### config.mk
export PLATFORM = sky130hd
export DESIGN_NAME = handshake_monitor
export DESIGN_NICKNAME = d
export VERILOG_FILES = /design/src/rtl/hsmon_pkg.sv /design/src/rtl/hsmon_chan.sv /design/src/rtl/handshake_monitor.sv
export SDC_FILE = /design/constraint.sdc
export NUM_CORES = 1
export LEC_CHECK = 0
export BUFFER_PORTS_ARGS = -buffer_cell sky130_fd_sc_hd__buf_2
export CORE_UTILIZATION = 40
export CTS_CLUSTER_SIZE = 16
export DETAILED_ROUTE_END_ITERATION = 10
export PLACE_DENSITY_LB_ADDON = 0.25
export SYNTH_ARGS = -nofsm -noshare
export SYNTH_HDL_FRONTEND = slang
export SYNTH_HIERARCHICAL = 1
export SYNTH_SLANG_ARGS = --single-unit
### constraint.sdc
create_clock -name clk -period 8.73 [get_ports clk]
set_input_delay 0.4365 -clock clk [delete_from_list [all_inputs] [get_ports clk]]
set_output_delay 0.4365 -clock clk [all_outputs]
set_load 0.1 [all_outputs]
### src/rtl/hsmon_pkg.sv
// Shared types and helpers for the handshake monitor.
// Channel FSM states, error codes, a saturating adder for the statistic
// counters and the histogram bin selector.
package hsmon_pkg;

    typedef enum logic [0:0] {
        IDLE = 1'b0,
        BUSY = 1'b1
    } ch_state_t;

    typedef enum logic [1:0] {
        ERR_NONE    = 2'b00,
        ERR_BUSY    = 2'b01,
        ERR_ORPHAN  = 2'b10,
        ERR_TIMEOUT = 2'b11
    } err_code_t;

    // Adds inc to val and clamps the result at the all-ones value of a
    // w-bit counter (w between 1 and 32).
    function automatic logic [31:0] sat_add(input logic [31:0] val,
                                            input logic [31:0] inc,
                                            input int unsigned w);
        logic [32:0] sum;
        logic [32:0] lim;
        sum = {1'b0, val} + {1'b0, inc};
        lim = (33'd1 << w) - 33'd1;
        if (sum > lim) begin
            return lim[31:0];
        end else begin
            return sum[31:0];
        end
    endfunction

    // Histogram bin for a completed latency: lat / bin_sz, clamped to the last bin.
    function automatic int unsigned hist_bin(input int unsigned lat,
                                             input int unsigned bin_sz,
                                             input int unsigned hb);
        int unsigned b;
        b = lat / bin_sz;
        if (b > hb - 32'd1) begin
            return hb - 32'd1;
        end else begin
            return b;
        end
    endfunction

endpackage

### src/rtl/hsmon_chan.sv
// One monitored channel: IDLE/BUSY tracker for a single outstanding request,
// latency counter, completed-transaction counter and the error code raised
// by this channel in the current cycle. Completion strobe and the completed
// latency are combinational and get registered by the top level.
module hsmon_chan
    import hsmon_pkg::*;
#(
    parameter int LAT_W   = 10,
    parameter int MAX_LAT = 1000,
    parameter int CNT_W   = 16
) (
    input  logic             clk,
    input  logic             rst_n,
    input  logic             clr_i,
    input  logic             in_valid_i,
    input  logic             out_valid_i,
    output err_code_t        err_code_o,
    output logic             done_o,
    output logic [LAT_W-1:0] done_lat_o,
    output logic [CNT_W-1:0] txn_cnt_o
);

    ch_state_t        state_q, state_d;
    logic [LAT_W-1:0] lat_q, lat_d;
    logic [CNT_W-1:0] txn_q, txn_d;
    err_code_t        err_s;
    logic             done_s;

    // Next-state, latency counter and error classification for this channel.
    always_comb begin
        state_d = state_q;
        lat_d   = lat_q;
        err_s   = ERR_NONE;
        done_s  = 1'b0;
        case (state_q)
            IDLE: begin
                // A stray response is an orphan, but a same-cycle request is still taken.
                if (out_valid_i) begin
                    err_s = ERR_ORPHAN;
                end else begin
                    err_s = ERR_NONE;
                end
                if (in_valid_i) begin
                    state_d = BUSY;
                    lat_d   = LAT_W'(1'b1);
                end else begin
                    state_d = IDLE;
                end
            end
            BUSY: begin
                if (out_valid_i) begin
                    done_s = 1'b1;
                    if (in_valid_i) begin
                        // Back-to-back: next request starts right away.
                        lat_d = LAT_W'(1'b1);
                    end else begin
                        state_d = IDLE;
                        lat_d   = '0;
                    end
                end else if (lat_q == LAT_W'(MAX_LAT)) begin
                    // Timeout outranks a same-cycle duplicate request.
                    err_s   = ERR_TIMEOUT;
                    state_d = IDLE;
                    lat_d   = '0;
                end else begin
                    lat_d = lat_q + LAT_W'(1'b1);
                    if (in_valid_i) begin
                        err_s = ERR_BUSY;
                    end else begin
                        err_s = ERR_NONE;
                    end
                end
            end
            default: begin
                state_d = IDLE;
                lat_d   = '0;
            end
        endcase
    end

    // Transaction counter: clear wins over a same-cycle completion.
    always_comb begin
        if (clr_i) begin
            txn_d = '0;
        end else if (done_s) begin
            txn_d = CNT_W'(sat_add(32'(txn_q), 32'd1, CNT_W));
        end else begin
            txn_d = txn_q;
        end
    end

    // Channel state registers; clr leaves the FSM and latency counter alone.
    always_ff @(posedge clk or negedge rst_n) begin
        if (!rst_n) begin
            state_q <= IDLE;
            lat_q   <= '0;
            txn_q   <= '0;
        end else begin
            state_q <= state_d;
            lat_q   <= lat_d;
            txn_q   <= txn_d;
        end
    end

    assign err_code_o = err_s;
    assign done_o     = done_s;
    assign done_lat_o = lat_q;
    assign txn_cnt_o  = txn_q;

endmodule

### src/rtl/handshake_monitor.sv
// Passive request/response protocol monitor over CH channels.
// Reports the lowest-index erring channel one cycle after detection, keeps
// per-channel sticky error flags, transaction counts and the worst latency.
// Optional latency histogram is built when HSMON_HIST_EN is defined;
// otherwise hist is tied to zero.
module handshake_monitor
    import hsmon_pkg::*;
#(
    parameter int CH      = 4,
    parameter int LAT_W   = 10,
    parameter int MAX_LAT = 1000,
    parameter int CNT_W   = 16,
    parameter int HB      = 4,
    parameter int BIN_SZ  = 8
) (
    input  logic                                    clk,
    input  logic                                    rst_n,
    input  logic                                    clr,
    input  logic [CH-1:0]                           in_valid,
    input  logic [CH-1:0]                           out_valid,
    output logic                                    err_valid,
    output logic [1:0]                              err_code,
    output logic [((CH > 1) ? $clog2(CH) : 1)-1:0]  err_ch,
    output logic                                    err_multi,
    output logic [CH-1:0]                           err_sticky,
    output logic [CH*CNT_W-1:0]                     txn_cnt,
    output logic [LAT_W-1:0]                        max_lat,
    output logic [HB*CNT_W-1:0]                     hist
);

    localparam int CHW = (CH > 1) ? $clog2(CH) : 1;

    // Elaboration-time parameter legality checks.
    if (CH < 1 || CH > 16) begin : g_bad_ch
        $error("handshake_monitor: CH must be 1..16");
    end
    if (MAX_LAT < 1 || MAX_LAT >= (2 ** LAT_W)) begin : g_bad_lat
        $error("handshake_monitor: MAX_LAT must be 1..2**LAT_W-1");
    end
    if (HB < 1 || (HB & (HB - 1)) != 0 || BIN_SZ < 1) begin : g_bad_hist
        $error("handshake_monitor: HB must be a power of two and BIN_SZ >= 1");
    end

    err_code_t        chan_err_s [CH];
    logic [CH-1:0]    done_s;
    logic [LAT_W-1:0] done_lat_s [CH];
    logic [CNT_W-1:0] chan_txn_s [CH];

    for (genvar g = 0; g < CH; g++) begin : g_chan
        hsmon_chan #(
            .LAT_W   (LAT_W),
            .MAX_LAT (MAX_LAT),
            .CNT_W   (CNT_W)
        ) u_chan (
            .clk         (clk),
            .rst_n       (rst_n),
            .clr_i       (clr),
            .in_valid_i  (in_valid[g]),
            .out_valid_i (out_valid[g]),
            .err_code_o  (chan_err_s[g]),
            .done_o      (done_s[g]),
            .done_lat_o  (done_lat_s[g]),
            .txn_cnt_o   (chan_txn_s[g])
        );
    end

    logic [CH-1:0]    err_vec_s;
    logic [4:0]       nerr_s;
    logic [CHW-1:0]   sel_ch_s;
    err_code_t        sel_code_s;
    logic             multi_s;

    logic             err_valid_q;
    logic [1:0]       err_code_q;
    logic [CHW-1:0]   err_ch_q;
    logic             err_multi_q;
    logic [CH-1:0]    sticky_q, sticky_d;
    logic [LAT_W-1:0] max_lat_q, max_lat_d, run_max_s;

    // Priority encoder: lowest erring channel wins, any further error sets multi.
    always_comb begin
        err_vec_s  = '0;
        nerr_s     = 5'd0;
        sel_ch_s   = '0;
        sel_code_s = ERR_NONE;
        multi_s    = 1'b0;
        for (int i = 0; i < CH; i++) begin
            if (chan_err_s[i] != ERR_NONE) begin
                err_vec_s[i] = 1'b1;
                nerr_s       = nerr_s + 5'd1;
                if (nerr_s == 5'd1) begin
                    sel_ch_s   = CHW'(i);
                    sel_code_s = chan_err_s[i];
                end else begin
                    multi_s = 1'b1;
                end
            end else begin
                err_vec_s[i] = 1'b0;
            end
        end
    end

    // Sticky flags and worst-case latency; clr beats same-cycle updates.
    always_comb begin
        run_max_s = max_lat_q;
        for (int i = 0; i < CH; i++) begin
            run_max_s = (done_s[i] && (done_lat_s[i] > run_max_s)) ? done_lat_s[i] : run_max_s;
        end
        if (clr) begin
            sticky_d  = '0;
            max_lat_d = '0;
        end else begin
            sticky_d  = sticky_q | err_vec_s;
            max_lat_d = run_max_s;
        end
    end

    // Error report strobe, sticky flags and max latency registers.
    always_ff @(posedge clk or negedge rst_n) begin
        if (!rst_n) begin
            err_valid_q <= 1'b0;
            err_code_q  <= 2'b00;
            err_ch_q    <= '0;
            err_multi_q <= 1'b0;
            sticky_q    <= '0;
            max_lat_q   <= '0;
        end else begin
            err_valid_q <= |err_vec_s;
            err_code_q  <= sel_code_s;
            err_ch_q    <= sel_ch_s;
            err_multi_q <= multi_s;
            sticky_q    <= sticky_d;
            max_lat_q   <= max_lat_d;
        end
    end

    // Pack per-channel transaction counters, channel 0 in the LSBs.
    always_comb begin
        txn_cnt = '0;
        for (int i = 0; i < CH; i++) begin
            txn_cnt[i*CNT_W +: CNT_W] = chan_txn_s[i];
        end
    end

    assign err_valid  = err_valid_q;
    assign err_code   = err_code_q;
    assign err_ch     = err_ch_q;
    assign err_multi  = err_multi_q;
    assign err_sticky = sticky_q;
    assign max_lat    = max_lat_q;

`ifdef HSMON_HIST_EN
    logic [CNT_W-1:0] hist_q [HB];
    logic [CNT_W-1:0] hist_d [HB];
    logic [4:0]       bin_inc_s [HB];

    // Count same-cycle completions landing in each bin and add them saturating.
    always_comb begin
        for (int b = 0; b < HB; b++) begin
            bin_inc_s[b] = 5'd0;
            for (int i = 0; i < CH; i++) begin
                if (done_s[i] && (hist_bin(32'(done_lat_s[i]), BIN_SZ, HB) == 32'(b))) begin
                    bin_inc_s[b] = bin_inc_s[b] + 5'd1;
                end else begin
                    bin_inc_s[b] = bin_inc_s[b];
                end
            end
            if (clr) begin
                hist_d[b] = '0;
            end else begin
                hist_d[b] = CNT_W'(sat_add(32'(hist_q[b]), 32'(bin_inc_s[b]), CNT_W));
            end
        end
    end

    // Histogram bin registers.
    always_ff @(posedge clk or negedge rst_n) begin
        if (!rst_n) begin
            for (int b = 0; b < HB; b++) begin
                hist_q[b] <= '0;
            end
        end else begin
            for (int b = 0; b < HB; b++) begin
                hist_q[b] <= hist_d[b];
            end
        end
    end

    // Pack histogram bins, bin 0 in the LSBs.
    always_comb begin
        hist = '0;
        for (int b = 0; b < HB; b++) begin
            hist[b*CNT_W +: CNT_W] = hist_q[b];
        end
    end
`else
    assign hist = '0;
`endif

endmodule

==> flow_metrics.env <==
export IMPL_status="complete, but fails checks"
export IMPL_failed_checks="negative hold slack"
export IMPL_regArea_sq_mm=0.003203
export IMPL_design_area_sq_mm=0.01038
export IMPL_hold_class="input port to asynchronous set/reset pin"
export IMPL_die_h_um=153.9
export IMPL_antenna_cells=0
export IMPL_cts_htree_levels=4
export IMPL_track_usage_pct=19.95
export IMPL_placed_cell_area_sq_mm=0.009742
export IMPL_async_flop_share_pct=100.0
export IMPL_grt_pass1_vias=7351
export IMPL_rsz0062_at_grt="false"
export IMPL_fill_cells=2173
export IMPL_pre_cts_ws_ns=0.1994
export IMPL_holdWs_ns=-0.006312
export IMPL_die_x_um=153.9
export IMPL_synth_edf_count=0
export IMPL_fp_dieArea_sq_mm=0.02369
export IMPL_cp_slowest_cell="or4_1"
export IMPL_vias=7977
export IMPL_wirelength_um=23110
export IMPL_required_ns=9.06
export IMPL_cts_setup_buffers=0
export IMPL_synth_area_per_cell_sq_um=8.725
export IMPL_cp_max_fo=21
export IMPL_globalRoute_totalOverflow=0
export IMPL_synth_flop_cell="dfrtp_1"
export IMPL_clk_pin_slew_ns=0.06
export IMPL_final_setup_skew_ns=0.009561
export IMPL_critPathCaptureType="flip-flop"
export IMPL_synth_top_area_share_pct=34.70
export IMPL_io_buffers=94
export IMPL_finalCritPeriodShare_pct=92.97
export IMPL_cts_buffers_inserted=17
export IMPL_start_kind="flip-flop"
export IMPL_grt_max_degree=85
export IMPL_final_antenna_net_count=0
export IMPL_initial_utilization_pct=40.77
export IMPL_cap_violations=0
export IMPL_yosys_cell_types_count=79
export IMPL_synth_top_cells_by_area="dfrtp_1 35%, ha_1 8.0%, buf_4 5.3%, nor2_1 3.4%, inv_1 3.3%"
export IMPL_ys_seq_area_share_pct=34.70
export IMPL_tightest_slew_ns=0.9515
export IMPL_fin_nets=1220
export IMPL_cts_buffer_depth=2
export IMPL_setup_violations_final=0
export IMPL_fp_row_count=55
export IMPL_yosys_cell_count_top_type="dfrtp_1"
export IMPL_dp_hpwl_um=16570
export IMPL_grt_pass1_wl_um=37940
export IMPL_synthCells=1058
export IMPL_yosysTopAreaCell="dfrtp_1"
export IMPL_synth_area_sq_mm=0.009231
export IMPL_yosysWarnings=6
export IMPL_wl_per_cell_um=15.97
export IMPL_drt_vias_per_instance=5.513
export IMPL_slew_headroom_pct=35.90
export IMPL_gp_congestion=0.8876
export IMPL_drv_slew=0
export IMPL_worstPathArrival_ns=8.44
export IMPL_fin_setup_tns_ns=0
export IMPL_cts_root_buffer="clkbuf_16"
export IMPL_clkLatencyLatePin_ns=0.42
export IMPL_netlist_top_cells_count="128 x dfrtp_1, 83 x nor2_1, 81 x inv_1"
export IMPL_crit_path_frequent_cell="o21a_1"
export IMPL_coreArea_sq_mm=0.02264
export IMPL_cts_sinks=128
export IMPL_remaining_drc_errors=0
export IMPL_postLayoutSetupSlackWorst_ns=0.6139
export IMPL_path_class="flip-flop to flip-flop"
export IMPL_hold_viol=3
export IMPL_cts_tree="built"
export IMPL_syn_to_final_growth_pct=12.40
export IMPL_ys_ff_latch=128
export IMPL_finish_utilization_pct=45.83
export IMPL_fmax_ghz=0.1232
export IMPL_multi_input_area_sq_mm=0.005353
export IMPL_first_iter_violations=384
export IMPL_antenna_found_initial=0
export IMPL_fin_crit_ns=8.116
export IMPL_powerDensity_mw_per_mm2=196.4
export IMPL_dr_pass1_iters=5
export IMPL_slowest_delay_ns=0.58
export IMPL_max_vdd_ir_drop_v=0.0001303
export IMPL_total_leakage_power_nw=4.691
export IMPL_io_pin_count=159
export IMPL_drive_gt1_share_pct=15.92
-- logic make-up after synthesis --
kind of cell    count (synthesis)  synth area share [%]
xor+xnor                        5                0.4744
flops                         128                 34.70
compound gates                246                 17.78
simple gates                  408                 24.18
buf+inv                       175                 10.12
other cells                     1               0.04062
fa+ha+maj                      59                 7.997
mux                            36                 4.703
-- cells in the final DEF, fill, tap and decap left out, types with 49 or more instances in the layout --
cell type	instances
ha_1	59
dfrtp_1	128
inv_1	81
nand2_1	70
o21ai_0	58
nor2_1	81
nand3_1	55
a21oi_1	49
conb_1	64
buf_2	93
-- registers in the layout, summed over array words and instances, names as in the netlist --
| register | cells |
|---|---|
| err_sticky | 4 |
| err_valid | 1 |
| err_code | 2 |
| max_lat | 10 |
| err_ch | 2 |
| g_chan.u_chan/state_q | 4 |
| err_multi | 1 |
| g_chan.u_chan/done_lat_o | 40 |
| g_chan.u_chan/txn_cnt_o | 64 |
-- critical path, delay by kind of cell, from the launching register on --
family / cells / cell delay (ns)
compound gates: 18 / 3.35
flops: 1 / 0.46
mux: 3 / 0.84
buf+inv: 2 / 0.43
fa+ha+maj: 4 / 1.25
simple gates: 8 / 1.68
-- metrics by stage --
step                      cells  power, mW
after floorplan            1121      1.201
after global placement     1416      1.290
after detailed placement   1416      1.298
after CTS                  1447      2.048
after global routing       1447      2.142
final                      1447      2.038
-- report_power, final --
part	switching, mW	internal (mW)	leakage (nW)
sequential	0.0402	0.620	1.74
combinational	0.465	0.174	2.65
clock	0.275	0.464	0.296
-- final cells by class --
| cell class | instances | share of cell area (%) |
|---|---|---|
| clock buffer | 19 | 4.365 |
| sequential | 128 | 30.87 |
| timing repair buffer | 103 | 5.245 |
| clock inverter | 12 | 1.531 |
| multi-input combinational | 818 | 51.59 |
| inverter | 82 | 2.966 |
| tap | 285 | 3.437 |
-- metal layers --
| layer | routed length [um] | share of wire [%] | vias to the layer above | global-route usage [%] |
|---|---|---|---|---|
| met1 | 10930 | 47 | 3821 | 26.76 |
| met2 | 11180 | 48 | 171 | 33.27 |
| met3 | 809 | 3.5 | 14 | 3.636 |
| met4 | 191 | 0.83 | 0 | 4.619 |
| li1 | - | - | 3971 | - |
| met5 | 0 | 0 | - | 0 |
-- final timing paths --
| path | startpoint | end | slack [ns] | cells after the start |
|---|---|---|---|---|
| min in group clk | in_valid[0] | g_chan[0].u_chan/done_lat_o[0] | 0.27 | 3 |
| max in group asynchronous | rst_n | g_chan[2].u_chan/done_lat_o[1] | 7.44 | 2 |
| setup / recovery | g_chan[0].u_chan/done_lat_o[5] | max_lat[2] | 0.61 | 35 |
| hold reg to reg | err_sticky[1] | err_sticky[1] | 0.51 | 2 |
| setup reg to reg | g_chan[0].u_chan/done_lat_o[5] | max_lat[2] | 0.61 | 35 |
| hold / removal | rst_n | g_chan[3].u_chan/txn_cnt_o[13] | -0.006 | 1 |
-- what timing repair did --
action	CTS	global route
endpoints found under the hold margin	0	0
endpoints found under the setup margin	0	10
hold buffers	0	0
resized for setup	0	4
(Power assumes the default switching activity.)
